$ cat src/rtl/hilbert_pkg.sv
// Shared types, constants and the saturating adder for the Hilbert SSB controller.
package hilbert_pkg;

    localparam int DATA_WIDTH_DEF = 32;
    localparam int NUM_TAPS       = 55;
    localparam int SAT_W          = 64;

    localparam logic signed [DATA_WIDTH_DEF-1:0] SAT_MAX = {1'b0, {(DATA_WIDTH_DEF-1){1'b1}}};
    localparam logic signed [DATA_WIDTH_DEF-1:0] SAT_MIN = {1'b1, {(DATA_WIDTH_DEF-1){1'b0}}};

    typedef enum logic {
        ST_IDLE = 1'b0,
        ST_WAIT = 1'b1
    } state_t;

    // a +/- b, evaluated one bit wider than the operands and clamped to a signed
    // range of 'width' bits; operands arrive sign-extended to SAT_W bits.
    function automatic logic signed [SAT_W-1:0] sat_add(
        input logic signed [SAT_W-1:0] a,
        input logic signed [SAT_W-1:0] b,
        input logic                    sub,
        input int                      width
    );
        logic signed [SAT_W:0] sum;
        logic signed [SAT_W:0] hi;
        logic signed [SAT_W:0] lo;
        sum = sub ? ({a[SAT_W-1], a} - {b[SAT_W-1], b})
                  : ({a[SAT_W-1], a} + {b[SAT_W-1], b});
        hi = '0;
        hi[width-1] = 1'b1;
        hi = hi - {{SAT_W{1'b0}}, 1'b1};
        lo = ~hi;
        if (sum > hi)
            return hi[SAT_W-1:0];
        else if (sum < lo)
            return lo[SAT_W-1:0];
        else
            return sum[SAT_W-1:0];
    endfunction

endpackage

$ cat src/rtl/hilbert_ctrl_fifo.sv
// Small synchronous FIFO with flush; full is judged before any same-cycle pop.
module hilbert_ctrl_fifo #(
    parameter  int WIDTH = 64,
    parameter  int DEPTH = 4,
    localparam int AW    = $clog2(DEPTH)
) (
    input  logic             clk,
    input  logic             rst_n,
    input  logic             flush,
    input  logic             wr_en,
    input  logic [WIDTH-1:0] wr_data,
    input  logic             rd_en,
    output logic [WIDTH-1:0] rd_data,
    output logic             full,
    output logic [AW:0]      count
);

    logic [WIDTH-1:0] mem [DEPTH];
    logic [AW-1:0]    wr_ptr;
    logic [AW-1:0]    rd_ptr;
    logic             do_wr;
    logic             do_rd;

    assign full    = (count == (AW+1)'(DEPTH));
    assign do_wr   = wr_en & ~full & ~flush;
    assign do_rd   = rd_en & (count != '0) & ~flush;
    assign rd_data = mem[rd_ptr];

    // Pointers wrap naturally because DEPTH is a power of two.
    always_ff @(posedge clk or negedge rst_n) begin
        if (!rst_n) begin
            wr_ptr <= '0;
            rd_ptr <= '0;
            count  <= '0;
        end else if (flush) begin
            wr_ptr <= '0;
            rd_ptr <= '0;
            count  <= '0;
        end else begin
            if (do_wr) wr_ptr <= wr_ptr + AW'(1);
            if (do_rd) rd_ptr <= rd_ptr + AW'(1);
            count <= count + {{AW{1'b0}}, do_wr} - {{AW{1'b0}}, do_rd};
        end
    end

    // NOTE: storage is left unreset; count gates every read, so stale words are never observed.
    always_ff @(posedge clk) begin
        if (do_wr) mem[wr_ptr] <= wr_data;
    end

endmodule

$ cat src/rtl/hilbert_ctrl.sv
// Sequencer and SSB combiner in front of the single-MAC Hilbert engine.
// Optional engine watchdog and eng_timeout port: define HILBERT_CTRL_WATCHDOG_EN.
module hilbert_ctrl
    import hilbert_pkg::*;
#(
    parameter int DATA_WIDTH = DATA_WIDTH_DEF,
    parameter int FIFO_DEPTH = 4,
    parameter int WARMUP     = NUM_TAPS,
    parameter int CNT_WIDTH  = 16
) (
    input  logic                         clk,
    input  logic                         rst_n,
    input  logic                         in_valid,
    input  logic signed [DATA_WIDTH-1:0] in_i,
    input  logic signed [DATA_WIDTH-1:0] in_q,
    input  logic                         flush,
    input  logic                         sideband,
    output logic                         eng_valid,
    output logic signed [DATA_WIDTH-1:0] eng_i,
    output logic signed [DATA_WIDTH-1:0] eng_q,
    input  logic                         eng_res_valid,
    input  logic signed [DATA_WIDTH-1:0] eng_i_res,
    input  logic signed [DATA_WIDTH-1:0] eng_q_res,
    output logic                         out_valid,
    output logic signed [DATA_WIDTH-1:0] out_data,
    output logic                         busy,
    output logic                         overrun,
`ifdef HILBERT_CTRL_WATCHDOG_EN
    output logic                         eng_timeout,
`endif
    output logic [CNT_WIDTH-1:0]         overrun_cnt
);

    localparam int CW = $clog2(FIFO_DEPTH) + 1;

    state_t                  state;
    state_t                  state_next;
    logic [2*DATA_WIDTH-1:0] head;
    logic                    full;
    logic [CW-1:0]           fifo_count;
    logic                    fifo_empty;
    logic                    pop;
    logic                    drop;
    logic                    wd_fire;
    logic [7:0]              warm_cnt;
    logic                    discard;
    logic                    res_use;

    assign fifo_empty = (fifo_count == '0);
    assign drop       = in_valid & ~flush & full;
    // A result is dropped if a flush hit its WAIT window, including the arrival cycle itself.
    assign res_use    = eng_res_valid & ~discard & ~flush & (warm_cnt == 8'd0);

    hilbert_ctrl_fifo #(
        .WIDTH (2*DATA_WIDTH),
        .DEPTH (FIFO_DEPTH)
    ) u_fifo (
        .clk     (clk),
        .rst_n   (rst_n),
        .flush   (flush),
        .wr_en   (in_valid),
        .wr_data ({in_i, in_q}),
        .rd_en   (pop),
        .rd_data (head),
        .full    (full),
        .count   (fifo_count)
    );

`ifdef HILBERT_CTRL_WATCHDOG_EN
    logic [7:0] wd_timer;

    // Fires in the 255th consecutive WAIT cycle without a result.
    assign wd_fire = (state == ST_WAIT) & ~eng_res_valid & (wd_timer == 8'd254);

    always_ff @(posedge clk or negedge rst_n) begin
        if (!rst_n) begin
            wd_timer    <= 8'd0;
            eng_timeout <= 1'b0;
        end else begin
            wd_timer <= (state == ST_WAIT) ? wd_timer + 8'd1 : 8'd0;
            if (flush)
                eng_timeout <= 1'b0;
            else if (wd_fire)
                eng_timeout <= 1'b1;
        end
    end
`else
    assign wd_fire = 1'b0;
`endif

    always_ff @(posedge clk or negedge rst_n) begin
        if (!rst_n) state <= ST_IDLE;
        else        state <= state_next;
    end

    // NOTE: every signal driven here is defaulted first so no path can infer a latch.
    always_comb begin
        state_next = state;
        pop        = 1'b0;
        case (state)
            ST_IDLE: begin
                if (!fifo_empty && !flush) begin
                    pop        = 1'b1;
                    state_next = ST_WAIT;
                end
            end
            ST_WAIT: begin
                if (eng_res_valid || wd_fire) state_next = ST_IDLE;
            end
            default: state_next = ST_IDLE;
        endcase
    end

    // NOTE: all registered state below uses non-blocking assignments so every flop sees pre-edge values.
    always_ff @(posedge clk or negedge rst_n) begin
        if (!rst_n) begin
            eng_valid   <= 1'b0;
            eng_i       <= '0;
            eng_q       <= '0;
            busy        <= 1'b0;
            overrun     <= 1'b0;
            overrun_cnt <= '0;
            warm_cnt    <= 8'(WARMUP);
            discard     <= 1'b0;
            out_valid   <= 1'b0;
            out_data    <= '0;
        end else begin
            eng_valid <= pop;
            if (pop) {eng_i, eng_q} <= head;

            // busy covers the engine's compute window, from the cycle after the strobe to the result.
            if (eng_valid)
                busy <= 1'b1;
            else if (state == ST_WAIT && state_next == ST_IDLE)
                busy <= 1'b0;

            if (flush) begin
                overrun     <= 1'b0;
                overrun_cnt <= '0;
            end else if (drop) begin
                overrun <= 1'b1;
                if (overrun_cnt != '1) overrun_cnt <= overrun_cnt + CNT_WIDTH'(1);
            end

            if (eng_res_valid || wd_fire)
                discard <= 1'b0;
            else if (flush && state == ST_WAIT)
                discard <= 1'b1;

            if (flush || wd_fire)
                warm_cnt <= 8'(WARMUP);
            else if (eng_res_valid && !discard && warm_cnt != 8'd0)
                warm_cnt <= warm_cnt - 8'd1;

            out_valid <= res_use;
            if (res_use)
                out_data <= DATA_WIDTH'(sat_add(SAT_W'(eng_i_res), SAT_W'(eng_q_res),
                                                sideband, DATA_WIDTH));
        end
    end

endmodule

$ cat config.mk
export PLATFORM = sky130hd
export DESIGN_NAME = hilbert_ctrl
export DESIGN_NICKNAME = d
export VERILOG_FILES = /design/src/rtl/hilbert_pkg.sv /design/src/rtl/hilbert_ctrl_fifo.sv /design/src/rtl/hilbert_ctrl.sv
export SDC_FILE = /design/constraint.sdc
export NUM_CORES = 1
export LEC_CHECK = 0
export CAP_MARGIN = 20
export CORE_MARGIN = 4
export CORE_UTILIZATION = 40
export DETAILED_ROUTE_END_ITERATION = 6
export SYNTH_ARGS = -nofsm -noshare
export SYNTH_HDL_FRONTEND = slang
export SYNTH_SLANG_ARGS = --single-unit
$ cat constraint.sdc
create_clock -name clk -period 2.8 [get_ports clk]
set_clock_uncertainty 0.2 [all_clocks]
set_input_delay 0.56 -clock clk [delete_from_list [all_inputs] [get_ports clk]]
set_output_delay 0.56 -clock clk [all_outputs]
set_load 0.01 [all_outputs]
==> results by group, run 1 <==
Detailed routing
  • Pre-Repair DR Iteration Count: 5
  • Antenna-violating nets left: 0
  • Vias/cell: between 5 and 6
  • WL per Instance: a little under 20 um
  • Drt total wl: 45400 um
  • DR iter-0 viols: 785
  • DRC viols: 0
  • DR vias: roughly 12000

CTS
  • Total clock buffers created by CTS: 39
  • H-tree Lvls: 2
  • CTS root buf: clkbuf_16
  • Clk pin slew, worst setup/hold paths: 0.06 ns
  • CTS sink cnt: 389
  • Clk_lat worst skew: 0.54 ns
  • CTS tree: built
  • CTS Buffer Depth: 3

Final layout
  • Area of the multi-input gates: between 6000 and 7000 um2
  • Final #Nets: 1900
  • Register cell area after layout: about 11000 um2
  • Layout cell share with drive strength beyond 1: ~24%
  • Number of fill cells: between 3000 and 4000
  • Area Overhead vs Synth: 37.1%

Floorplan
  • Ports: 250
  • Core footprint: 42300 um2
  • Die width: between 200 and 250 um
  • Die height: 216 um
  • Cell Rows: 75
  • Initial Utilization: 40.8%
  • Die area: about 47000 um2

Yosys
  • Ys Warns: 0
  • List of most frequent post-synthesis cells: 256 x edfxtp_1, 236 x nand2_1, 128 x dfrtp_1
  • Top cells by area, synth: edfxtp_1 45%, dfrtp_1 19%, mux4_2 8.4%, nand2_1 5.1%, ha_1 3.0%
  • Cell Area, Synth: between 15000 and 20000 um2
  • Synth async-reset ratio: 34.2%
  • Synth area leader: edfxtp_1
  • Top cell type's share of synthesized area: 44.6%
  • Count leader, synth: edfxtp_1
  • Unique masters post-synth: 67
  • Post-synth EDFFs: around 260
  • Syn Inst Count: between 1000 and 1500
  • Sequential area share after synthesis: between 60% and 70%
  • FF+latch count, synth: 389
  • Top FF cell, synth: edfxtp_1
  • Syn Nets: ~1400
  • Syn Area/Cell: about 14 um2

Global routing
  • Largest net degree at the start of global routing: 69
  • GRT overflow: 0
  • GR Util met2: a little under a third
  • First-pass GRT wire length: 70900 um
  • Vias in the first global route: approximately 12000
  • GRT Total Usage: between 10% and 20%
  • Initial antenna violation count: 6
  • Layer with the highest usage: met2
  • GR Layer Usage met1: a little over a quarter
  • Met3 global-route usage: between 4 and 5%

Placement
  • Gpl congestion: 0.883
  • Detail Placement HPWL: roughly 32000 um
  • Port-buffer cells: 249

Power
  • Pwr dens: 746 nW/um2
  • Max IR drop VDD: roughly 0.55 mV
  • Leak: between 9 and 10 nW

Timing
  • Final TNS setup: -35.82 ns
  • Slew margin rel.: a little under two fifths
  • Slew Limit Fails: 0
  • RSZ-0062 raised after global routing: true
  • FMAX: roughly 0.25 GHz
  • Worst hold margin: roughly 0.26 ns
  • Setup violators final: 32
  • Actual slew at the worst max-slew pin: around 0.94 ns
  • Fin. Hold Viols: 0
  • Final worst slack: -1.21 ns
  • Min cycle time layout: roughly 4 ns
  • Final period util: 143%

Worst setup path
  • WP data arrival: ~4.2 ns
  • Worst reg2reg path depth: 9
  • CP Class: input port to flip-flop
  • CP max FO: 3
  • Worst setup EP type: flip-flop
  • Startpoint types: input port
  • Worst EP required: between 3 and 4 ns

Run
  • Max-cap viol count: 0

Hold path
  • Hold-critical path depth: 1
  • Hold Path Class: flip-flop to flip-flop

Outcome
  • Status: finished with violations
  • Failing checks: negative setup slack
[worst paths after layout]
check / startpoint / endpoint / slack [ns]
hold / removal: eng_valid$_DFF_PN0_ / busy$_DFFE_PN0P_ / 0.26
min in group asynchronous: rst_n / eng_i[1]$_DFFE_PN0P_ / 0.35
hold reg to reg: eng_valid$_DFF_PN0_ / busy$_DFFE_PN0P_ / 0.26
max in group asynchronous: rst_n / warm_cnt[5]$_DFFE_PN1P_ / 1.32
setup / recovery: eng_q_res[2] / out_data[30]$_DFFE_PN0P_ / -1.21
setup reg to reg: overrun_cnt[3]$_DFFE_PN0P_ / overrun_cnt[11]$_DFFE_PN0P_ / 0.31
[metrics by stage]
step	total power, mW	instances	setup WS, ns	util [%]	area, um2
after global routing	18.6	2328	-1.38	55.9	23700
after CTS	17.9	2324	-1.14	55.8	23600
final	17.7	2330	-1.21	55.9	23700
after detailed placement	12.8	2231	-2.44	52.0	22000
after floorplan	10.1	1269	-1.35	-	17500
after global placement	12.8	2231	-2.37	52.0	22000
[placed cells by master, fill, tap and decap left out, drive strengths merged, types with 4 or more instances in the layout]
cell,count
a21o,13
a21oi,51
a22o,24
a31oi,8
and2,7
and3,8
buf,222
clkbuf,55
clkdlybuf4s15,6
clkdlybuf4s50,224
clkinv,11
dfrtp,128
dfstp,5
diode,4
dlygate4sd2,12
edfxtp,256
ha,42
inv,27
maj3,5
mux4,64
nand2,236
nand2b,13
nand3,15
nand4,11
nor2,70
nor2b,5
nor3,16
nor4,10
o211ai,5
o21a,7
o21ai,58
o21bai,5
or3,8
xnor2,49
xor2,34
[report_power, final]
| part | internal, mW | switching [mW] |
|---|---|---|
| Combinational | 2.80 | 2.56 |
| Clock | 2.69 | 2.10 |
| Sequential | 6.95 | 0.563 |
| Total | 12.4 | 5.22 |
[metal layers]
layer / vias to the layer above / wire, um / part of all wire (%)
li1: 5565 / - / -
met1: 5953 / 19800 / 44
met2: 271 / 22100 / 49
met3: 52 / 2550 / 5.6
met4: 6 / 869 / 1.9
met5: - / 34 / 0.075
[flip-flops by register name (all words and copies together), names as in the netlist]
signal,cells
u_fifo.count,3
eng_i,32
overrun_cnt,16
discard,1
u_fifo.mem,256
u_fifo.rd_ptr,2
busy,1
overrun,1
state,1
warm_cnt,8
eng_q,32
out_data,32
u_fifo.wr_ptr,2
out_valid,1
eng_valid,1
[worst max-delay path: stages]
cell	delay, ns
clkdlybuf4s15_2	0.20
nor4_4	0.33
nand2_2	0.14
buf_4	0.17
o41ai_2	0.22
xor2_1	0.18
ha_1	0.27
a21oi_1	0.19
o211ai_1	0.12
o211ai_1	0.28
o21ai_0	0.23
a21oi_1	0.46
o31a_1	0.22
xor2_1	0.29
o21ai_0	0.14
a22o_1	0.21
[timing repair]
action                                 in CTS  in global routing
hold buffers                                1                  0
setup endpoints to repair                  32                 32
buffers inserted                           23                  3
pin swaps                                  41                  3
cloned                                      1                  0
endpoints found under the hold margin      37                  0
resized for setup                         107                 11
[cells by family (layout without fill, tap and decap cells)]
kind of cell | after synthesis | after routing | share of synthesized area (%)
AOI/OAI and AO/OA | 194 | 195 | 7.38
xor gates and xnor gates | 83 | 83 | 4.47
adders and majority gates | 49 | 49 | 3.57
buffers and inverters | 82 | 561 | 1.96
DFF | 389 | 389 | 63.9
muxes | 66 | 66 | 8.48
other | 0 | 4 | 0
and+or+nand+nor | 406 | 406 | 10.3
[area by class of cell]
type | count | share of cell area (%)
Multi-Input combinational cell | 799 | 26.6
Clock inverter | 14 | 0.402
Inverter | 27 | 0.439
Tap cell | 577 | 3.05
Timing Repair Buffer | 466 | 18.3
Clock buffer | 54 | 4.53
Sequential cell | 389 | 46.6
Antenna cell | 4 | 0.0423
Power figures use the tool's default switching activity.
==> run 2: changes to the inputs <==
--- a/config.mk
+++ b/config.mk
@@ -6,6 +6,7 @@
 export NUM_CORES = 1
 export LEC_CHECK = 0
 export CAP_MARGIN = 20
+export CORE_ASPECT_RATIO = 0.5
 export CORE_MARGIN = 4
 export CORE_UTILIZATION = 40
 export DETAILED_ROUTE_END_ITERATION = 6
==> results by group, run 2 (synthesis results as in run 1) <==
Power
  • Combinational fraction of design power: 31.2% (+0.9 points)
  • Pwr dens: 739 nW/um2 (-1.0%)
  • Power after layout: 17.8 mW (+0.93%)
  • Leak: 9.50 nW (+2.9%)
  • Max IR drop VDD: 0.419 mV (-24%)
  • Int Power: 12.6 mW (+1.4%)
  • Switching power: 5.20 mW (-0.27%)
  • Clock network power share: 27.2% (about the same)
  • Switching part of the total: 29.2% (-0.35 points)
  • Sequential power share: 41.7% (-0.9 points)

Final layout
  • Largest register by flop count: u_fifo.mem
  • Most frequent cells in the layout: 256 x edfxtp_1, 231 x nand2_1, 225 x clkdlybuf4s50_1, 210 x buf_4, 126 x dfrtp_1
  • Util after Layout: 57.0% (+1.1 points)
  • Number of fill cells: 3489 (-1.4%)
  • Most common cell after layout, fill and taps aside: edfxtp_1
  • Layout cell share with drive strength beyond 1: 27.1% (+3.0 points)
  • Area of the multi-input gates: 6480 um2 (+2.9%)
  • Area Overhead vs Synth: 39.8%
  • Register cell area after layout: 11000 um2 (about the same)
  • Final #Nets: 1930 (+1.6%)
  • Max FFs per register: 256 (unchanged)
  • Post-route cell area: 24100 um2 (+2.0%)

Placement
  • Area after DPL: 22000 um2 (+0.13%)
  • Place WS: -2.46 ns (-0.0210 ns)
  • Detail Placement HPWL: 30500 um (-3.1%)
  • Gpl congestion: 0.832 (-5.8%)
  • Port-buffer cells: 249 (unchanged)

Worst setup path
  • CP Class: input port to flip-flop
  • Largest delay contributor family on the critical path: compound AO/OA/AOI/OAI gates
  • Slowest-stage cell, CP: or3_1
  • Crit-path max cell delay: 0.40 ns (-0.06 ns)
  • Worst EP required: 3.01 ns (about the same)
  • Worst setup EP type: flip-flop
  • WP data arrival: 4.23 ns (about the same)
  • Startpoint types: input port
  • CP Cell Sequence: buf_8 -> nor4_4 -> nand2b_4 -> buf_6 -> nor3_4 -> and2_4 -> a21oi_1 -> xnor2_1 -> ha_1 -> a21oi_1 -> a21oi_1 -> o21ai_0 -> or3_1 -> o22ai_4 -> a31oi_4 -> buf_4 -> xnor2_1 -> buf_4 -> a22o_1 -> a22o_1
  • CP dominant cell by count: a21oi_1
  • Bufs and invs on worst path: 4 (+2)
  • CP max FO: 7 (+4)

Floorplan
  • Initial Utilization: 40.8% (about the same)
  • Cell Rows: 53 (-29%)
  • Die width: 302 um (+40%)
  • Die area: 46700 um2 (+0.44%)
  • Core footprint: 42300 um2 (about the same)
  • Die height: 155 um (-28%)
  • Ports: 250 (unchanged)

CTS
  • CTS root buf: clkbuf_16
  • CTS sink cnt: 389 (unchanged)
  • H-tree Lvls: 2 (unchanged)
  • CTS tree: built
  • CTS Buffer Depth: 3 (unchanged)
  • Clk pin slew, worst setup/hold paths: 0.06 ns (about the same)
  • Clk_lat worst skew: 0.53 ns (about the same)
  • Total clock buffers created by CTS: 38 (-2.6%)

Detailed routing
  • DRC viols: 0 (unchanged)
  • WL per Instance: 19.3 um (-1.2%)
  • DR vias: 11900 (+0.76%)
  • Vias/cell: 5.06 (-0.52%)
  • Drt total wl: 45500 um (about the same)
  • DR iter-0 viols: 776 (-1.1%)
  • Antenna-violating nets left: 0 (unchanged)
  • Pre-Repair DR Iteration Count: 5 (unchanged)

Outcome
  • Status: finished with violations
  • Failing checks: negative setup slack

Global routing
  • Vias in the first global route: 12800 (+3.6%)
  • GRT overflow: 0 (unchanged)
  • First-pass GRT wire length: 71000 um (+0.13%)
  • Initial antenna violation count: 1 (-5)
  • Largest net degree at the start of global routing: 69 (unchanged)
  • GRT Total Usage: 19.2% (-0.047 points)

Run
  • Max-cap viol count: 0 (unchanged)

Timing
  • Worst hold margin: 0.264 ns (+0.00542 ns)
  • Slew margin rel.: 41.4% (+3.9 points)
  • Slew Limit Fails: 0 (unchanged)
  • Final period util: 143% (+0.23 points)
  • Actual slew at the worst max-slew pin: 0.880 ns (-0.0584 ns)
  • Final worst slack: -1.22 ns (-0.00648 ns)
  • Min cycle time layout: 4.02 ns (+0.00648 ns)
  • RSZ-0062 raised after global routing: true
  • Setup violators final: 32 (unchanged)
  • FMAX: 0.249 GHz (-0.16%)
  • Fin. Hold Viols: 0 (unchanged)

Hold path
  • Hold Path Class: flip-flop to flip-flop
[run 2: timing repair]
action | in CTS | in global routing
hold buffers | 1 | 0
gates cloned | 3 | 0
setup endpoints to repair | 32 | 32
gates resized for setup | 122 | 68
buffers inserted | 40 | 12
endpoints found under the hold margin | 48 | 0
pin swaps | 62 | 52
[run 2: stage by stage]
step | std cells | TNS [ns]
final | 2360 | -37.10
after global routing | 2360 | -40.74
after CTS | 2348 | -36.93
after detailed placement | 2235 | -84.11
after global placement | 2235 | -80.65
after floorplan | 1269 | -41.56
[run 2: final timing paths]
check	cells past startpoint	from	slack, ns	to
setup / recovery	20	eng_q_res[10]	-1.22	out_data[8]$_DFFE_PN0P_
hold / removal	1	eng_valid$_DFF_PN0_	0.26	busy$_DFFE_PN0P_
setup reg to reg	10	u_fifo.count[2]$_DFF_PN0_	0.29	u_fifo.count[2]$_DFF_PN0_
hold reg to reg	1	eng_valid$_DFF_PN0_	0.26	busy$_DFFE_PN0P_
max in group asynchronous	3	rst_n	1.29	eng_q[2]$_DFFE_PN0P_
min in group asynchronous	2	rst_n	0.36	eng_i[3]$_DFFE_PN0P_
[run 2: metal layers]
| layer | vias up | global-route usage, % | routed length (um) |
|---|---|---|---|
| met5 | - | 0 | 0 |
| met4 | 0 | 4.91 | 913 |
| met3 | 64 | 2.71 | 1700 |
| met2 | 223 | 35.6 | 24200 |
| met1 | 6032 | 23.8 | 18600 |
| li1 | 5618 | - | - |
[run 2: area by class of cell]
class / count / area share [%]
Antenna cell: 1 / 0.0104
Clock buffer: 59 / 4.48
Clock inverter: 11 / 0.399
Inverter: 27 / 0.430
Multi-Input combinational cell: 799 / 26.9
Sequential cell: 389 / 45.7
Tap cell: 577 / 2.99
Timing Repair Buffer: 497 / 19.1
[run 2: power groups by stage]
| stage | sequential [mW] | clock (mW) | combinational (mW) |
|---|---|---|---|
| after floorplan | 7.63 | 0 | 2.48 |
| after global placement | 7.52 | 0 | 5.16 |
| after detailed placement | 7.54 | 0 | 5.24 |
| after CTS | 7.44 | 4.97 | 5.49 |
| after global routing | 7.49 | 5.22 | 6.05 |
| final | 7.42 | 4.84 | 5.56 |
==> run 3: changes to the inputs <==
--- a/config.mk
+++ b/config.mk
@@ -5,6 +5,7 @@
 export SDC_FILE = /design/constraint.sdc
 export NUM_CORES = 1
 export LEC_CHECK = 0
+export ABC_AREA = 1
 export CAP_MARGIN = 20
 export CORE_ASPECT_RATIO = 0.5
 export CORE_MARGIN = 4
==> results by group, run 3 <==
Outcome
  • Status: finished with violations
  • Failing checks: negative setup slack

Global routing
  • First-pass GRT wire length: 78500 um (+11%)
  • GRT overflow: 0 (unchanged)
  • Largest net degree at the start of global routing: 84 (+22%)
  • GRT Total Usage: 19.4% (+0.21 points)
  • Initial antenna violation count: 1 (unchanged)
  • Vias in the first global route: 14400 (+13%)

Worst setup path
  • Startpoint types: input port
  • Largest delay contributor family on the critical path: simple AND/OR/NAND/NOR gates
  • Worst reg2reg path depth: 11 (+1)
  • Crit-path max cell delay: 0.45 ns (+0.05 ns)
  • Bufs and invs on worst path: 4 (unchanged)
  • CP Class: input port to flip-flop
  • CP max FO: 7 (unchanged)
  • CP Cell Sequence: clkdlybuf4s50_1 -> inv_1 -> nand2_1 -> nor2_1 -> nand2_1 -> o21bai_4 -> buf_4 -> xor2_1 -> ha_1 -> nand2_1 -> nand2_1 -> nand2_2 -> nand2_2 -> nand2_2 -> nand3_2 -> a21oi_2 -> nand3_1 -> nand2_2 -> nand3_4 -> buf_6 -> nand2_2 -> nand2_2 -> nand2_1 -> nand2_1
  • WP data arrival: 3.59 ns (-0.64 ns)
  • Worst setup EP type: flip-flop
  • Worst EP required: 3.02 ns (about the same)
  • Slowest-stage cell, CP: clkdlybuf4s50_1
  • Instance count on the critical path: 24 (+20%)

Final layout
  • Area Overhead vs Synth: 37.7%
  • Max FFs per register: 256 (unchanged)
  • Most frequent cells in the layout: 401 x nor2_1, 310 x nand2_1, 256 x edfxtp_1, 230 x buf_4, 226 x clkdlybuf4s50_1
  • Post-route cell area: 25300 um2 (+4.7%)
  • Largest register by flop count: u_fifo.mem
  • Layout cell share with drive strength beyond 1: 21.2% (-5.9 points)
  • Most common cell after layout, fill and taps aside: nor2_1
  • Final #Nets: 2565 (+33%)

Timing
  • Actual slew at the worst max-slew pin: 0.736 ns (-0.144 ns)
  • Slew margin rel.: 50.9% (+9.6 points)
  • RSZ-0062 raised after global routing: true
  • Final TNS setup: -17.39 ns (+19.71 ns)
  • Min cycle time layout: 3.37 ns (-0.645 ns)
  • Fin. Hold Viols: 0 (unchanged)
  • Setup violators final: 32 (unchanged)
  • Slew Limit Fails: 0 (unchanged)
  • Final period util: 120% (-23 points)
  • Worst hold margin: 0.268 ns (+0.00396 ns)
  • FMAX: 0.297 GHz (+19%)
  • Final worst slack: -0.572 ns (+0.645 ns)

CTS
  • Clk_lat worst skew: 0.53 ns (about the same)
  • H-tree Lvls: 2 (unchanged)
  • CTS root buf: clkbuf_16
  • CTS sink cnt: 389 (unchanged)
  • CTS Buffer Depth: 3 (unchanged)
  • Clk pin slew, worst setup/hold paths: 0.06 ns (about the same)
  • Total clock buffers created by CTS: 38 (unchanged)
  • CTS tree: built

Yosys
  • Syn Inst Count: 1913 (+51%)
  • Unique masters post-synth: 46 (-31%)
  • Post-synth EDFFs: 256 (unchanged)
  • Top cells by area, synth: edfxtp_1 42%, dfrtp_1 17%, nor2_1 8.7%, nand2_1 7.0%, o21ai_0 4.2%
  • Top cell type's share of synthesized area: 41.9% (-2.7 points)
  • FF+latch count, synth: 389 (unchanged)
  • Syn Nets: 2091 (+45%)
  • Synth area leader: edfxtp_1
  • Count leader, synth: nor2_1
  • Cell Area, Synth: 18300 um2 (+6.3%)
  • Ys Warns: 0 (unchanged)
  • Sequential area share after synthesis: 60.1% (-3.8 points)
  • Top FF cell, synth: edfxtp_1
  • List of most frequent post-synthesis cells: 425 x nor2_1, 342 x nand2_1, 256 x edfxtp_1
  • Synth async-reset ratio: 34.2% (unchanged)
  • Syn Area/Cell: 9.59 um2 (-29%)

Floorplan
  • Die width: 311 um (+3.0%)
  • Ports: 250 (unchanged)
  • Cell Rows: 55 (+3.8%)
  • Core footprint: 45300 um2 (+7.0%)
  • Die height: 159 um (+3.0%)
  • Initial Utilization: 40.5% (-0.26 points)
  • Die area: 49600 um2 (+6.1%)

Detailed routing
  • DR vias: 14600 (+22%)
  • DR iter-0 viols: 841 (+8.4%)
  • DRC viols: 0 (unchanged)
  • Antenna-violating nets left: 0 (unchanged)
  • Pre-Repair DR Iteration Count: 5 (unchanged)
  • WL per Instance: 16.3 um (-15%)
  • Vias/cell: 4.83 (-4.6%)
  • Drt total wl: 49200 um (+8.1%)

Power
  • Max IR drop VDD: 0.433 mV (+3.2%)
  • Int Power: 12.5 mW (-0.63%)
  • Leak: 10.6 nW (+12%)
  • Switching power: 6.01 mW (+16%)
  • Switching part of the total: 32.4% (+3.2 points)
  • Sequential power share: 39.7% (-2.0 points)
  • Clock network power share: 26.2% (-1.0 points)
  • Pwr dens: 734 nW/um2 (-0.60%)
  • Combinational fraction of design power: 34.1% (+2.9 points)

Run
  • Max-cap viol count: 0 (unchanged)

Placement
  • Gpl congestion: 0.880 (+5.8%)
  • Area after DPL: 23300 um2 (+5.9%)
  • Detail Placement HPWL: 32800 um (+7.3%)
  • Port-buffer cells: 249 (unchanged)

Hold path
  • Hold Path Class: flip-flop to flip-flop
  • Hold-critical path depth: 1 (unchanged)
==> run 3: cell types whose count changed after synthesis, sizes merged, moves of 8 or more <==
cell    previous run  this run
buf               15        24
mux4              64         0
nor2              70       428
o21ai             58       155
nand2            236       380
inv               27       151
a22o              24         0
a31oi              8        68
xnor2             49        10
nand3             15        47
xor2              34        49
nand2b            13         0
clkbuf            40        52
or3                8         0
==> run 3: kinds of logic (layout without fill, tap and decap cells) <==
group | count (synthesis) | in the layout | synth area share, %
AOI/OAI and AO/OA | 293 | 293 | 8.89
buffers and inverters | 228 | 731 | 5.01
DFF | 389 | 389 | 60.1
other | 0 | 1 | 0
xor gates and xnor gates | 59 | 59 | 2.82
adders and majority gates | 44 | 44 | 3.08
and+or+nand+nor | 900 | 900 | 20.1
==> run 3: layer usage <==
metal | wire length, um | vias up | global-route usage [%]
li1 | - | 7299 | -
met1 | 21900 | 6955 | 25.4
met2 | 24700 | 231 | 34.7
met3 | 1550 | 70 | 2.22
met4 | 1070 | 0 | 4.80
met5 | 0 | - | 0
==> run 3: cell type report <==
class,count,area [um2]
Fill cell,3938,20000
Sequential cell,389,11000
Multi-Input combinational cell,1296,7010
Timing Repair Buffer,510,4710
Clock buffer,60,1070
Tap cell,598,748
Inverter,152,596
Clock inverter,9,95.1
Antenna cell,1,2.50
==> run 3: worst paths after layout <==
kind / slack (ns) / to / startpoint
max: -0.57 / out_data[6]$_DFFE_PN0P_ / eng_q_res[21]
min: 0.27 / warm_cnt[7]$_DFFE_PN0P_ / warm_cnt[7]$_DFFE_PN0P_
max reg2reg: 0.48 / warm_cnt[7]$_DFFE_PN0P_ / warm_cnt[0]$_DFFE_PN1P_
min reg2reg: 0.27 / warm_cnt[7]$_DFFE_PN0P_ / warm_cnt[7]$_DFFE_PN0P_
max in group asynchronous: 1.26 / warm_cnt[2]$_DFFE_PN1P_ / rst_n
min in group asynchronous: 0.33 / overrun_cnt[4]$_DFFE_PN0P_ / rst_n
==> run 3: timing repair <==
action | CTS | global route
gates cloned | 0 | 0
setup buffers | 20 | 13
endpoints found under the hold margin | 34 | 0
setup endpoints to repair | 32 | 32
pin swaps | 47 | 59
hold buffers | 1 | 0
gates resized for setup | 94 | 103
==> run 3: power by group through the flow <==
stage | sequential, mW | combinational, mW | clock [mW]
final | 7.37 | 6.32 | 4.86
after global placement | 7.48 | 6.10 | 0
after CTS | 7.39 | 6.26 | 4.98
after detailed placement | 7.50 | 6.16 | 0
after global routing | 7.46 | 7.05 | 5.25
after floorplan | 7.56 | 3.16 | 0
==> run 3: through the flow <==
stage               power (mW)  setup slack, ns  util, %  cells
CTS                       18.6           -0.615     54.9   3001
finish                    18.5           -0.572     55.8   3015
floorplan                 10.7           -0.566        -   1913
detailed placement        13.7            -1.69     51.5   2911
global route              19.8           -0.733     55.8   3015
global placement          13.6            -1.60     51.5   2911
==> run 3: worst register-to-register path, delay by kind of cell, from the launching register on <==
family | cells | cell delay (ns)
compound gates | 2 | 0.22
buf+inv | 2 | 0.24
simple gates | 6 | 0.86
flops | 1 | 0.51
fa+ha+maj | 1 | 0.21
